<file path="config.mk">
export PLATFORM = sky130hd
export DESIGN_NAME = ble_at_cmd_streamer
export DESIGN_NICKNAME = d
export VERILOG_FILES = /design/src/rtl/ble_at_cmd_streamer.sv
export SDC_FILE = /design/constraint.sdc
export NUM_CORES = 1
export LEC_CHECK = 0
export CORE_ASPECT_RATIO = 1.4
export CORE_UTILIZATION = 35
export CTS_BUF_LIST = sky130_fd_sc_hd__clkbuf_4 sky130_fd_sc_hd__clkbuf_8
export DETAILED_ROUTE_END_ITERATION = 6
export PLACE_DENSITY = 0.56
export SETUP_SLACK_MARGIN = 0.15
export SLEW_MARGIN = 5
export SYNTH_ARGS = -nofsm -noshare
export SYNTH_HDL_FRONTEND = slang
export SYNTH_SLANG_ARGS = --single-unit
export TNS_END_PERCENT = 5
</file>
<file path="constraint.sdc">
create_clock -name clk -period 8.5 [get_ports clk]
set_clock_uncertainty 0.05 [all_clocks]
set_input_delay 2.55 -clock clk [delete_from_list [all_inputs] [get_ports clk]]
set_output_delay 2.55 -clock clk [all_outputs]
set_load 0.02 [all_outputs]
</file>
<file path="src/rtl/ble_at_cmd_streamer.sv">
// BLE UART AT-command streamer: builds "AT+BLEUARTTX=<payload>\r" / "AT+BLEUARTRX\r"
// and emits it one byte at a time over a valid/ready byte interface.
module ble_at_cmd_streamer #(
    parameter int MAX_PAYLOAD = 16,
    parameter int LEN_W       = $clog2(MAX_PAYLOAD + 1)
) (
    input  logic                     clk,
    input  logic                     reset,
    input  logic                     start,
    input  logic [3:0]               cmd_sel,
    input  logic [8*MAX_PAYLOAD-1:0] payload,
    input  logic [LEN_W-1:0]         payload_len,
    output logic                     busy,
    output logic [7:0]               out_byte,
    output logic                     out_valid,
    input  logic                     out_ready,
    output logic                     out_last,
    output logic                     done,
    output logic                     err
);
    // Index must reach 12 (last TX prefix byte) and MAX_PAYLOAD-1.
    localparam int IDX_W = (LEN_W > 4) ? LEN_W : 4;

    typedef enum logic [2:0] {IDLE, PREFIX, PAYLOAD, TERM, FIN} state_t;

    state_t                   state_reg;
    logic                     is_rx_reg;
    logic [8*MAX_PAYLOAD-1:0] payload_reg;
    logic [IDX_W-1:0]         len_reg;
    logic [IDX_W-1:0]         idx_reg;

    logic [IDX_W-1:0] idx_inc;
    logic             req_ok;
    logic             xfer;
    logic             prefix_end;
    logic             payload_end;

    // Shared "AT+BLEUART" stem, then "TX=" or "RX" selected by the command.
    function automatic logic [7:0] prefix_byte(input logic rx, input logic [IDX_W-1:0] i);
        logic [7:0] b;
        case (int'(i))
            0:       b = 8'h41;
            1:       b = 8'h54;
            2:       b = 8'h2B;
            3:       b = 8'h42;
            4:       b = 8'h4C;
            5:       b = 8'h45;
            6:       b = 8'h55;
            7:       b = 8'h41;
            8:       b = 8'h52;
            9:       b = 8'h54;
            10:      b = rx ? 8'h52 : 8'h54;
            11:      b = 8'h58;
            12:      b = 8'h3D;
            default: b = 8'h00;
        endcase
        return b;
    endfunction

    always_comb begin
        idx_inc     = idx_reg + IDX_W'(1);
        req_ok      = (cmd_sel == 4'h2) ||
                      ((cmd_sel == 4'h1) && (payload_len <= LEN_W'(MAX_PAYLOAD)));
        xfer        = out_valid & out_ready;
        prefix_end  = (idx_reg == (is_rx_reg ? IDX_W'(11) : IDX_W'(12)));
        payload_end = (idx_inc == len_reg);
    end

    always_ff @(posedge clk or posedge reset) begin
        if (reset) begin
            state_reg   <= IDLE;
            is_rx_reg   <= 1'b0;
            payload_reg <= '0;
            len_reg     <= '0;
            idx_reg     <= '0;
            busy        <= 1'b0;
            out_byte    <= 8'h00;
            out_valid   <= 1'b0;
            out_last    <= 1'b0;
            done        <= 1'b0;
            err         <= 1'b0;
        end else begin
            done <= 1'b0;
            err  <= 1'b0;
            case (state_reg)
                IDLE: begin
                    if (start) begin
                        if (req_ok) begin
                            is_rx_reg   <= (cmd_sel == 4'h2);
                            payload_reg <= payload;
                            len_reg     <= IDX_W'(payload_len);
                            idx_reg     <= '0;
                            busy        <= 1'b1;
                            out_valid   <= 1'b1;
                            out_byte    <= 8'h41;
                            out_last    <= 1'b0;
                            state_reg   <= PREFIX;
                        end else begin
                            err <= 1'b1;
                        end
                    end
                end
                PREFIX: begin
                    if (xfer) begin
                        if (!prefix_end) begin
                            idx_reg  <= idx_inc;
                            out_byte <= prefix_byte(is_rx_reg, idx_inc);
                        end else if (!is_rx_reg && (len_reg != '0)) begin
                            idx_reg   <= '0;
                            out_byte  <= payload_reg[7:0];
                            state_reg <= PAYLOAD;
                        end else begin
                            out_byte  <= 8'h0D;
                            out_last  <= 1'b1;
                            state_reg <= TERM;
                        end
                    end
                end
                PAYLOAD: begin
                    if (xfer) begin
                        if (!payload_end) begin
                            idx_reg  <= idx_inc;
                            out_byte <= payload_reg[{idx_inc, 3'b000} +: 8];
                        end else begin
                            out_byte  <= 8'h0D;
                            out_last  <= 1'b1;
                            state_reg <= TERM;
                        end
                    end
                end
                TERM: begin
                    if (xfer) begin
                        out_valid <= 1'b0;
                        out_last  <= 1'b0;
                        out_byte  <= 8'h00;
                        busy      <= 1'b0;
                        done      <= 1'b1;
                        state_reg <= FIN;
                    end
                end
                FIN: begin
                    state_reg <= IDLE;
                end
                default: begin
                    state_reg <= IDLE;
                end
            endcase
        end
    end
endmodule

</file>
# Yosys cells after proc, flatten, opt, wreduce, memory -nomap -nowiden
# Cells that the tools add are included.
# op_classes
add_sub_neg	1
n_lt_le_gt_ge	1
mux	46
shift	1
bitwise	1
n_reduce_logical	18
eq_ne	29
# ops
cell	n
$shiftx 128x9->8	1
$pmux 7 s11	1
$mux 8	8
$mux 5	7
$pmux 8 s4	1
$mux 3	9
$eq 5x4->1 const B	5
$eq 5x3->1 const B	4
$ne 2x2->1 const B	9
$mux 1	16
$pmux 5 s3	1
$reduce_and 7->1	2
$pmux 3 s4	1
$eq 5x2->1 const B	2
$reduce_and 9->1	1
$eq 3x2->1 const B	2
$reduce_and 6->1	1
$add 5x1->5 const B	1
$eq 5x1->1 const B	1
$eq 5x4->1	1
$eq 5x5->1	1
$le 5x5->1 const B	1
$logic_not 5->1	1
$reduce_bool 5->1	1
other kinds (17)	19
# word_totals
inputBits	141
word_cells	107
reg_bits	154

# Depth between registers and ports, before layout
# Gate-level depths: netlist (run 1).
# logic_depth
depth_word	7
mapped_depth	14

# Worst setup path after synthesis (run 1)
# Ideal clock, no wire load.
# synth_timing
path_kind	input-to-reg
from	input payload_len[0]
to	register idx_reg[2]
path_buffers	0
setup_slack_ns	4.058
arrival_ns	4.271
cell_stages	6
setup_time_ns	0.121
path_cell_list	or4_4 a311oi_2 nand2_1 a221oi_4 o21ai_1 a22o_1
# synth_via
elab_chain_cells	5
# synth_rtl
element	line_no	text
start, declared	12	input logic [LEN_W-1:0] payload_len,
$le 5x5->1	63	((cmd_sel == 4'h1) && (payload_len <= LEN_W'(MAX_PAYLOAD)));
$logic_and 1x1->1	63	
$logic_or 1x1->1	62	req_ok = (cmd_sel == 4'h2) ||
$ne 2x2->1 (no source line)	n/a	
$reduce_and 7->1 (no source line)	n/a	
end signal, assigned	106	idx_reg <= idx_inc;
end signal, assigned	122	idx_reg <= idx_inc;
end, declared	30	logic [IDX_W-1:0] idx_reg;
# No other way between the ends.
# A chain may end at the register's enable or synchronous reset.

# Final worst setup path (run 1)
# layout_timing
from	input payload_len[0]
to	register payload_reg[3]
# layout_via
elab_chain_cells	4
# layout_rtl
element	line_no	text
$le 5x5->1	63	
$logic_and 1x1->1	63	
$logic_or 1x1->1	62	
$reduce_and 3->1 (no source line)	n/a	
end signal, assigned	90	payload_reg <= payload;
end, declared	28	logic [8*MAX_PAYLOAD-1:0] payload_reg;
# No other way between the ends.

==> results of run 1 <==
[through the flow]
stage           util  std cells  hold slack, ns  total power (uW)  instance area (sq um)
5_1_grt        0.461       1016           0.464              1460                   9850
6_report       0.461       1016           0.443              1400                   9850
2_1_floorplan      -        573           0.409               760                   7680
3_5_place_dp   0.442        984           0.430               836                   9440
4_1_cts        0.461       1016           0.449              1420                   9850
3_3_place_gp   0.442        984           0.420               836                   9440
[worst max-delay path: stages]
cell and delay, ns:
clkdlybuf4s50_1 0.43, or4_4 0.55, a311oi_2 0.34, nand4_1 0.19
buf_12 0.31, mux2_1 0.45
[power breakdown]
| part | internal (uW) | total [uW] | switching, uW |
|---|---|---|---|
| registers | 732 | 732 | 0.0925 |
| clock network | 289 | 583 | 294 |
| logic | 58.3 | 87.3 | 29.0 |
| total | 1080 | 1400 | 323 |
[kinds of logic (layout without fill, tap and decap cells)]
| logic type | count (synthesis) | in the layout | share of synthesized area |
|---|---|---|---|
| AOI/OAI and AO/OA | 76 | 76 | 0.0720 |
| xor gates and xnor gates | 13 | 13 | 0.0184 |
| adders and majority gates | 5 | 5 | 0.00815 |
| buffers and inverters | 50 | 201 | 0.0321 |
| DFF | 154 | 154 | 0.502 |
| muxes | 174 | 174 | 0.303 |
| and+or+nand+nor | 101 | 101 | 0.0647 |
[metal layers]
layer,vias up,track usage,share of wire
met5,-,0,0
met4,0,0.0689,0.020
met3,21,0.0357,0.042
met2,162,0.339,0.55
met1,2682,0.219,0.39
li1,2417,-,-
[worst paths after layout]
check | depth (start not counted) | endpoint | startpoint | slack [ns]
max in group asynchronous | 3 | payload_reg[70]$_DFFE_PP0P_ | reset | 4.43
min in group asynchronous | 2 | payload_reg[98]$_DFFE_PP0P_ | reset | 2.55
max | 6 | payload_reg[3]$_DFFE_PP0P_ | payload_len[0] | 3.83
min reg2reg | 1 | payload_reg[112]$_DFFE_PP0P_ | payload_reg[112]$_DFFE_PP0P_ | 0.44
min | 1 | payload_reg[112]$_DFFE_PP0P_ | payload_reg[112]$_DFFE_PP0P_ | 0.44
max reg2reg | 9 | out_byte[6]$_DFFE_PP0P_ | idx_reg[0]$_DFFE_PP0P_ | 5.00
[final cells by class]
cell class	instances	area (sq um)	area share
inverters	10	42.5	0.00432
well taps	292	365	0.0371
flip-flops and latches	154	3850	0.391
repair buffers	159	1590	0.161
multi-input cells	369	3590	0.364
clock inverters	11	134	0.0136
clock buffers	21	277	0.0281
[synthesized netlist by cell type (3+ instances only)]
master    number
buf_6          5
o211ai_1       3
nand3_1       11
nand4_1        3
nand2b_1       3
o21ai_0       10
nand3b_1       3
mux4_2        33
buf_2         14
ha_1           5
o21a_1         3
xnor2_1        9
a21oi_1       19
nor3_1         6
dfrtp_1      154
mux2_1        38
buf_1         11
nor2_1        18
nand2_1       37
nor2b_1        4
a31oi_1        7
mux2i_1        6
mux2_2        97
and3_1         6
a311o_1        3
clkbuf_1       9
inv_1         10
==> impl.org, run 1 <==
** Logic synthesis
- Number of enable-type register cells in the synthesized netlist :: 0
- Netlist Area Pre-Place :: 7680 sq um
- Synthesis handed over a netlist of 573 instances.
- The synthesized netlist contains 61 unique library cells.
- For this run, the register share of the synthesized area comes to 0.502.
- Each instance of the synthesized netlist takes up on average 13.4 sq um.
- Counting flops and latches in the post-synthesis netlist gives 154.
- Post-synthesis cell type with the largest combined area :: dfrtp_1
- In the post-synthesis netlist, the biggest area contributors are dfrtp_1, mux2_2, mux4_2, mux2_1, nand2_1.
- Net Count, Synth :: 719
- Number of warning messages in the yosys log :: 0
- Share of the synthesized area in the top cell type :: 0.502
- Predominant post-synthesis flop cell :: dfrtp_1
- For this run, asynchronously set or reset flops after synthesis account for 1.00.

** Global routing
- Maximum number of pins on one net before global-route repair :: 146
- Total gr overflow :: 0
- Wire length of the first global-routing pass :: 31500 um
- The number of antenna violations at the first check in global routing is 0.
- Across every metal layer, demand over resource in global routing totals 0.187.
- The via count of the first global-routing pass came to 5631.

** Worst setup path
- STA classifies the critical path endpoint as a flip-flop.
- STA classifies the critical path startpoint as a primary input.
- Kind of critical path :: in -> reg
- At the worst endpoint, the required time is 8.78 ns.
- In this run the worst path has a maximum fanout of 145.
- Data arrival time of the critical path :: 4.96 ns

** Final layout
- The net count of the finished layout is 857.
- In the layout the commonest cells are dfrtp_1, clkdlybuf4s50_1, mux2_2.
- The number of antenna diodes in the final layout is 0.
- After filler insertion, the fill cell instance count of the layout stands at 1952.
- Relative to the synthesized area, the layout overhead comes to 28.3%.
- Layout cell share with drive strength beyond 1 :: 0.250
- The register with the most flip-flops in the layout has 128 of them.

** Route
- Post-detailed-routing wire length :: 19900 um
- WL per Instance :: 19.6 um
- Post-DR vias/cell :: 5.20
- Violation count after the first detailed-route iteration :: 332
- The detail route stage leaves a number of antenna-violating nets equal to 0.
- Vias after detailed routing :: 5282
- For this run, design rule violations remaining after detail routing come to 0.
- The first TritonRoute pass finished after 5 iterations.

** Clock network
- PostCTS Resize Cnt :: 0
- Clock slew seen by the registers of the worst setup and hold paths :: 0.08 ns
- Post-CTS Hold Buffers :: 0
- Worst skew pair latency :: 0.45 ns
- Deepest level of the CTS H-tree :: 4
- Clock buffer depth :: 2
- Post-CTS setup buffer count :: 0
- TritonCTS built the clock tree.
- Clock Sinks :: 154
- Clock Root Buffer :: clkbuf_8
- Clock tree synthesis inserted a total of 17 buffers.

** STA
- Setup repair after global routing missed its margin :: no
- Highest clock rate :: 214 MHz
- Worst Max-Slew Pin Slew :: 0.957 ns
- The hold violation count in the final report came to 0.
- Setup violations, final :: 0
- The number of pins with negative max-slew slack in the final report came to 0.
- Across all setup checks in the final design, the least slack found is 3.83 ns.
- Counting I/O delays and the setup requirement, the final critical path takes 4.67 ns.
- Part of the cycle the worst path needs :: 0.550
- Total Neg Setup Slack :: 0 ns
- Slew margin rel. :: 0.357

** Power and ir drop
- The analysis attributes to cell leakage a power of 0.00458 uW.
- Power spread over the standard cell area amounts to 142 nW/um^2.
- The worst-case IR drop observed on VDD is 0.0809 mV.

** Die
- Ports placed on the boundary :: 154
- For this configuration, the core starts out at a cell density of 0.359.
- Width of the chip :: 127 um
- Site row count :: 63
- The core region is 21400 sq um.
- Die Span Y :: 177 um
- The floorplan step defined a die boundary enclosing 22500 sq um.

** Worst hold path
- The tightest min-delay check is of the reg -> reg type.

** Outcome
- The run finished with clean final reports.

** Place
- Worst setup timing slack at the placement stage :: 3.41 ns
- Number of input and output port buffers inserted :: 153
- After legalization and detailed placement, the total HPWL measured 14500 um.
- Last weighted congestion value of the routability-driven placer :: 0.889

** Job
- Max Cap Viol :: 0
No activity file was read; power rests on OpenSTA's default activity.
==> run 2, diff against run 1 <==
--- a/config.mk
+++ b/config.mk
@@ -9,7 +9,7 @@
 export CORE_UTILIZATION = 35
 export CTS_BUF_LIST = sky130_fd_sc_hd__clkbuf_4 sky130_fd_sc_hd__clkbuf_8
 export DETAILED_ROUTE_END_ITERATION = 6
-export PLACE_DENSITY = 0.56
+export PLACE_DENSITY = 0.58
 export SETUP_SLACK_MARGIN = 0.15
 export SLEW_MARGIN = 5
 export SYNTH_ARGS = -nofsm -noshare
==> constraint.sdc (replaced) <==
create_clock -name clk -period 3.9 [get_ports clk]
set_clock_uncertainty 0.05 [all_clocks]
set_input_delay 1.17 -clock clk [delete_from_list [all_inputs] [get_ports clk]]
set_output_delay 1.17 -clock clk [all_outputs]
set_load 0.02 [all_outputs]
==> impl.org, run 2 (synthesis gave the netlist of run 1 again) <==
** STA
- Worst Max-Slew Pin Slew :: 1.01 ns (+0.0577 ns)
- Setup violations, final :: 0 (unchanged)
- The relative slew slack is 0.319 (-0.0388).
- The sum of negative setup slack came to 0 ns (unchanged).
- The hold violation count in the final report was 0 (unchanged).
- Setup repair after global routing left no endpoint under its margin.
- Worst Hold Margin :: 0.444 ns (+0.00160 ns)
- Final-report max-slew violation count :: 0 (unchanged)
- The clock period could shrink to 3.26 ns.
- Part of the cycle the worst path needs :: 0.836
- Highest clock rate :: 307 MHz
- Slack of the critical path :: 0.640 ns (-3.19 ns)

** Route
- The antenna violation net count after detailed routing is 0 (unchanged).
- First-pass DRT Iterations :: 5 (unchanged)
- The total vias in the final route is 5291 (+0.17%).
- WL per Instance :: 19.3 um (-1.6%)
- Violation count after the first detailed-route iteration :: 215 (-35%)
- The post-detailed-route via-to-cell ratio is 5.18 (-0.32%).
- The number of remaining DRC errors is 0 (unchanged).
- Post-detailed-routing wire length :: 19700 um (-1.1%)

** Power and ir drop
- The proportion of power drawn by the clock network is 0.411 (-0.005).
- Total internal power :: 2380 uW (+120%)
- Power density of the placed cells :: 306 nW/um^2 (+120%)
- Switching power share of the total :: 0.217 (-0.0133)
- The total power was 3040 uW (+120%).
- Worst vdd rail ir drop :: 0.169 mV (+110%)
- Sequential fraction of design power :: 0.525 (+0.003)
- The net switching power of the design came to 660 uW (+100%).
- Leakage power :: 0.00461 uW (+0.69%)
- Part of the total power dissipated in combinational logic :: 0.064 (+0.002)

** Place
- The port buffer count is 153 (unchanged).
- The post-placement worst setup slack was 0.153 ns (-3.25 ns).
- Last weighted congestion value of the routability-driven placer :: 0.929 (+4.5%)
- The cell count after placement came to 990 (+0.61%).
- The post-detailed-placement half-perimeter wirelength is 14900 um (+2.8%).

** Clock network
- Deepest level of the CTS H-tree :: 4 (unchanged)
- The number of sinks on the clock net is 154 (unchanged).
- The TritonCTS buffer count was 17 (unchanged).
- Clock tree from TritonCTS :: yes
- PostCTS Resize Cnt :: 0 (unchanged)
- The clock insertion delay at the later pin of the skew report came to 0.45 ns (about the same).
- The number of buffers inserted by hold repair at cts was 0 (unchanged).
- The maximum clock path buffer count was 2 (unchanged).
- The tree is rooted in a clkbuf_8.
- The number of buffers inserted by post-CTS setup repair was 0 (unchanged).
- Clock slew seen by the registers of the worst setup and hold paths :: 0.07 ns (about the same)

** Worst setup path
- Launch point of the worst reg-to-reg path :: idx_reg[0]$_DFFE_PP0P_
- By startpoint and endpoint, the worst setup path is classified as in -> reg.
- The critical path data arrival time is 3.54 ns (-1.42 ns).
- Endpoint of the worst register-to-register path :: out_byte[4]$_DFFE_PP0P_
- Cell-by-cell trace of the critical path :: clkdlybuf4s50_1, or4_4, a311oi_2, nand4_1, buf_4, mux2_1
- The register-to-register path setup slack was 0.84 ns (-4.16 ns).
- Length in cells of the worst reg-to-reg path :: 9 (unchanged)
- In this run the worst setup path terminates at payload_reg[7]$_DFFE_PP0P_.
- In this run the worst setup path begins at payload_len[0].
- Data required time at the worst endpoint :: 4.18 ns (-4.60 ns)
- The slowest stage of the critical path is the or4_4 cell.
- Crit. End Element :: flip-flop
- CP startpoint kind :: primary input
- The critical path's largest stage delay was 0.54 ns (about the same).
- The largest fanout on the critical path came to 54 (-63%).

** Global routing
- The maximum number of pins on one net before global-route repair came to 92 (-37%).
- The via count of the first global-routing pass is 5578 (-0.94%).
- The leftover overflow at the end of global routing came to 0 (unchanged).
- Wire length of the first global-routing pass :: 30900 um (-1.8%)
- Overall track demand over capacity in global routing :: 0.183 (-0.00487)
- Initial antenna violation count :: 0 (unchanged)

** Final layout
- Layout area overhead :: 29.3%
- Commonest non-fill, non-tap cells in the layout :: dfrtp_1, clkdlybuf4s50_1, mux2_2
- The flip-flop count of the largest register, all copies and words added was 128 (unchanged).
- The number of nets in the layout came to 863 (+0.70%).
- The final instance count without filler cells came to 1021 (+0.49%).
- The ratio of cells with drive above 1 in the final layout came to 0.255 (+0.00514).
- # diodes :: 0 (unchanged)
- The filler cell count is 1912 (-2.0%).

** Die
- The number of standard-cell rows in the floorplan was 63 (unchanged).
- Width of the chip :: 127 um (unchanged)
- The vertical die dimension was 177 um (unchanged).
- Die ar. :: 22500 sq um (unchanged)
- The effective utilization at floorplan is 0.359 (unchanged).
- Core area :: 21400 sq um (unchanged)
- The number of top-level pins came to 154 (unchanged).

** Worst hold path
- In this run the worst hold path is classified as reg -> reg.
- The worst hold path begins at payload_reg[111]$_DFFE_PP0P_.

** Outcome
- The flow ran to the end, and the final reports show no timing, DRC or antenna violations.

** Job
- Max Cap Viol :: 0 (unchanged)
run 2: cell types whose count changed in the layout (fill, tap and decap cells not counted), sizes merged:
cell,before,now
clkinv,3,4
bufinv,2,3
buf,6,12
clkinvlp,1,3
clkbuf,21,20
inv,15,11
run 2: layout make-up:
type | instances | area, sq um | area share
Tap cell | 292 | 365 | 0.0368
Timing Repair Buffer | 165 | 1670 | 0.168
Clock inverter | 11 | 146 | 0.0148
Clock buffer | 20 | 256 | 0.0258
Inverter | 10 | 41.3 | 0.00416
Multi-Input combinational cell | 369 | 3590 | 0.361
Sequential cell | 154 | 3850 | 0.388
run 2: power groups by stage:
stage | combinational, uW | clock [uW] | sequential [uW]
3_5_place_dp | 199 | 0 | 1630
5_1_grt | 209 | 1360 | 1600
4_1_cts | 199 | 1290 | 1600
2_1_floorplan | 29.5 | 0 | 1630
6_report | 193 | 1250 | 1600
3_3_place_gp | 195 | 0 | 1630
run 2: worst min path at each step:
stage	endpoint	cells past startpoint
finish	payload_reg[111]$_DFFE_PP0P_	1
global route	payload_reg[101]$_DFFE_PP0P_	1
CTS	payload_reg[101]$_DFFE_PP0P_	1
detailed placement	payload_reg[101]$_DFFE_PP0P_	1
global placement	payload_reg[103]$_DFFE_PP0P_	1
floorplan	payload_reg[101]$_DFFE_PP0P_	1
run 2: through the flow:
step           instance area (sq um)   util
2_1_floorplan                   7680      -
3_3_place_gp                    9520  0.446
3_5_place_dp                    9520  0.446
4_1_cts                         9920  0.465
5_1_grt                         9920  0.465
6_report                        9920  0.465
run 2: worst max-delay path: cells and delay by family:
family	cells	cell delay, ns
buffers and inverters	2	0.82
and+or+nand+nor	2	0.76
muxes	1	0.39
AOI/OAI and AO/OA	1	0.35
run 2: metal layers:
layer	up-vias	track usage	routed length, um
met1	2708	0.210	7740
met5	-	0	0
li1	2409	-	-
met2	146	0.326	10600
met4	0	0.0694	454
met3	28	0.0438	920
==> run 3, diff against run 2 <==
--- a/config.mk
+++ b/config.mk
@@ -9,7 +9,7 @@
 export CORE_UTILIZATION = 35
 export CTS_BUF_LIST = sky130_fd_sc_hd__clkbuf_4 sky130_fd_sc_hd__clkbuf_8
 export DETAILED_ROUTE_END_ITERATION = 6
-export PLACE_DENSITY = 0.58
+export PLACE_DENSITY = 0.56
 export SETUP_SLACK_MARGIN = 0.15
 export SLEW_MARGIN = 5
 export SYNTH_ARGS = -nofsm -noshare
==> constraint.sdc (replaced) <==
create_clock -name clk -period 3.4 [get_ports clk]
set_clock_uncertainty 0.05 [all_clocks]
set_input_delay 1.02 -clock clk [delete_from_list [all_inputs] [get_ports clk]]
set_output_delay 1.02 -clock clk [all_outputs]
set_load 0.02 [all_outputs]
==> impl.org, run 3 (synthesis gave the netlist of run 1 again) <==
** STA
- Final-report max-slew violation count :: 0 (unchanged)
- The slew at the pin closest to its max-slew limit was 0.808 ns (-0.207 ns).
- Setup repair after global routing missed its margin :: no
- Part of the cycle the worst path needs :: 0.868
- The routed design could run at a clock period as short as 2.95 ns.
- The final number of setup-violating endpoints was 0 (unchanged).
- Hold violation count in the final report :: 0 (unchanged)
- The relative slew slack came to 0.458 (+0.140).
- Based on the critical path, the design can be clocked at up to 339 MHz.

** Route
- The number of remaining DRC errors came to 0 (unchanged).
- The post-detailed-route wirelength per cell came to 19.4 um (+0.52%).
- The antenna violation net count after detailed routing is 0 (unchanged).
- Violation count after the first detailed-route iteration :: 263 (+22%)
- The total vias in the final route is 5356 (+1.2%).
- Post-detailed-routing wire length :: 20100 um (+1.8%)
- Post-DR vias/cell :: 5.18 (about the same)
- The total iterations of the first detailed-routing run was 5 (unchanged).

** Outcome
- The flow ran to the end, and the final reports show no timing, DRC or antenna violations.

** Place
- Number of input and output port buffers inserted :: 153 (unchanged)
- Placed cell area :: 9700 sq um (+1.9%)
- The post-detailed-placement half-perimeter wirelength is 15500 um (+3.9%).
- Last weighted congestion value of the routability-driven placer :: 0.906 (-2.4%)

** Clock network
- Clock slew seen by the registers of the worst setup and hold paths :: 0.08 ns (about the same)
- Deepest level of the CTS H-tree :: 4 (unchanged)
- The TritonCTS buffer count came to 17 (unchanged).
- The clock insertion delay at the later pin of the skew report is 0.45 ns (about the same).
- Post-CTS Hold Buffers :: 0 (unchanged)
- Clock buffer depth :: 2 (unchanged)
- TritonCTS built the clock tree.
- Clock Sinks :: 154 (unchanged)
- Clock tree synthesis selected as its root buffer the cell clkbuf_8.
- PostCTS Resize Cnt :: 0 (unchanged)
- The number of buffers inserted by post-CTS setup repair is 0 (unchanged).

** Final layout
- Layout area overhead :: 31.9%
- The final core area utilization came to 0.474 (+0.00966).
- Flip-flop count of the largest register after layout :: 128 (unchanged)
- Count of nets after finishing :: 877 (+1.6%)
- Commonest non-fill, non-tap cells in the layout :: dfrtp_1, clkdlybuf4s50_1, mux2_2
- Layout cell share with drive strength beyond 1 :: 0.267 (+0.0121)
- The post-route cell area came to 10100 sq um (+2.1%).

** Global routing
- Initial antenna violation count :: 1 (+1)
- The leftover overflow at the end of global routing came to 0 (unchanged).
- The wire length of the first global-routing pass came to 31200 um (+0.91%).
- The global-route usage over all layers is 0.186 (+0.00370).
- The via count of the first global-routing pass was 5773 (+3.5%).
- The maximum number of pins on one net before global-route repair came to 51 (-45%).

** Worst setup path
- Cell-by-cell trace of the critical path :: clkdlybuf4s50_1, or4_4, a311oi_2, nand4_1, buf_4, buf_12, mux2_1
- Data arrival time of the critical path :: 3.23 ns (-0.31 ns)
- Sum of buffers and inverters on the critical path :: 3 (+1)
- The largest individual stage delay along the critical path comes from the cell or4_4.
- CP max stage delay :: 0.55 ns (about the same)
- Crit. End Element :: flip-flop
- The largest fanout on the critical path is 20 (-63%).
- Worst path top cell family by delay :: buffers and inverters
- The critical path in this run is classified as in -> reg.
- The required time of the worst setup path is 3.68 ns (-0.50 ns).
- The worst setup path is launched from a primary input.

** Job
- The max-capacitance violation count came to 0 (unchanged).

** Die
- The number of top-level pins was 154 (unchanged).
- Die Span Y :: 177 um (unchanged)
- Starting utilization of the core area :: 0.359 (unchanged)
- The floorplan die area was 22500 sq um (unchanged).
- The die outline width is 127 um (unchanged).
- Site row count :: 63 (unchanged)
- The core outline area came to 21400 sq um (unchanged).

** Power and ir drop
- The peak supply drop is 0.206 mV (+22%).
- The sequential power share was 0.514 (-0.011).
- The static power due to leakage came to 0.00472 uW (+2.4%).
- Part of the total power dissipated in combinational logic :: 0.065 (about the same)
- Clock power frac :: 0.421 (+0.010)
- The power density relative to cell area was 351 nW/um^2 (+15%).
- Switching power share of the total :: 0.202 (-0.0150)
- The net switching power of the design was 720 uW (+9.0%).
- Total internal power :: 2840 uW (+19%)

** Worst hold path
- The tightest min-delay check is of the reg -> reg type.
-- run 3: changes by cell type in the layout (fill, tap and decap cells not counted), sizes merged, moves of 2 or more --
cell      before  now
clkinvlp       3    1
clkbuf        20   22
inv           11    9
buf           12   26
-- run 3: power groups by stage --
stage	Clock (uW)	Sequential [uW]	Combinational [uW]
after floorplan	0	1870	33.8
after global placement	0	1870	234
after detailed placement	0	1870	236
after CTS	1540	1830	237
after global routing	1620	1830	247
final	1500	1830	230
-- run 3: final cells by class --
| cell class | instances | area (sq um) |
|---|---|---|
| clock inverter | 7 | 143 |
| antenna | 1 | 2.50 |
| timing repair buffer | 179 | 1850 |
| clock buffer | 22 | 284 |
| sequential | 154 | 3850 |
| fill | 1919 | 11200 |
| tap | 292 | 365 |
| inverter | 10 | 41.3 |
| multi-input combinational | 369 | 3590 |
-- run 3: metal layers --
metal / wire length, um / vias up / track usage
li1: - / 2440 / -
met1: 7800 / 2746 / 0.209
met2: 11000 / 147 / 0.342
met3: 817 / 23 / 0.0408
met4: 424 / 0 / 0.0694
met5: 0 / - / 0
-- run 3: metrics by stage --
stage / total power [uW] / setup TNS [ns] / setup WS (ns) / hold slack [ns] / instances
after floorplan: 1900 / 0 / 0.0608 / 0.409 / 573
after global placement: 2100 / 0 / 0.00493 / 0.419 / 1004
after detailed placement: 2100 / -0.0768 / -0.0154 / 0.430 / 1004
after CTS: 3600 / 0 / 0.456 / 0.449 / 1033
after global routing: 3700 / 0 / 0.349 / 0.461 / 1034
final: 3560 / 0 / 0.450 / 0.446 / 1034
-- run 3: worst paths after layout --
path	startpoint	slack (ns)	cells past startpoint	to
min in group asynchronous	reset	0.94	2	payload_reg[59]$_DFFE_PP0P_
worst min register to register	payload_reg[121]$_DFFE_PP0P_	0.45	1	payload_reg[121]$_DFFE_PP0P_
worst max-delay path	payload_len[0]	0.45	7	payload_reg[2]$_DFFE_PP0P_
worst max register to register	idx_reg[1]$_DFFE_PP0P_	0.58	8	out_byte[6]$_DFFE_PP0P_
max in group asynchronous	reset	1.71	3	idx_reg[3]$_DFFE_PP0P_
worst min-delay path	payload_reg[121]$_DFFE_PP0P_	0.45	1	payload_reg[121]$_DFFE_PP0P_
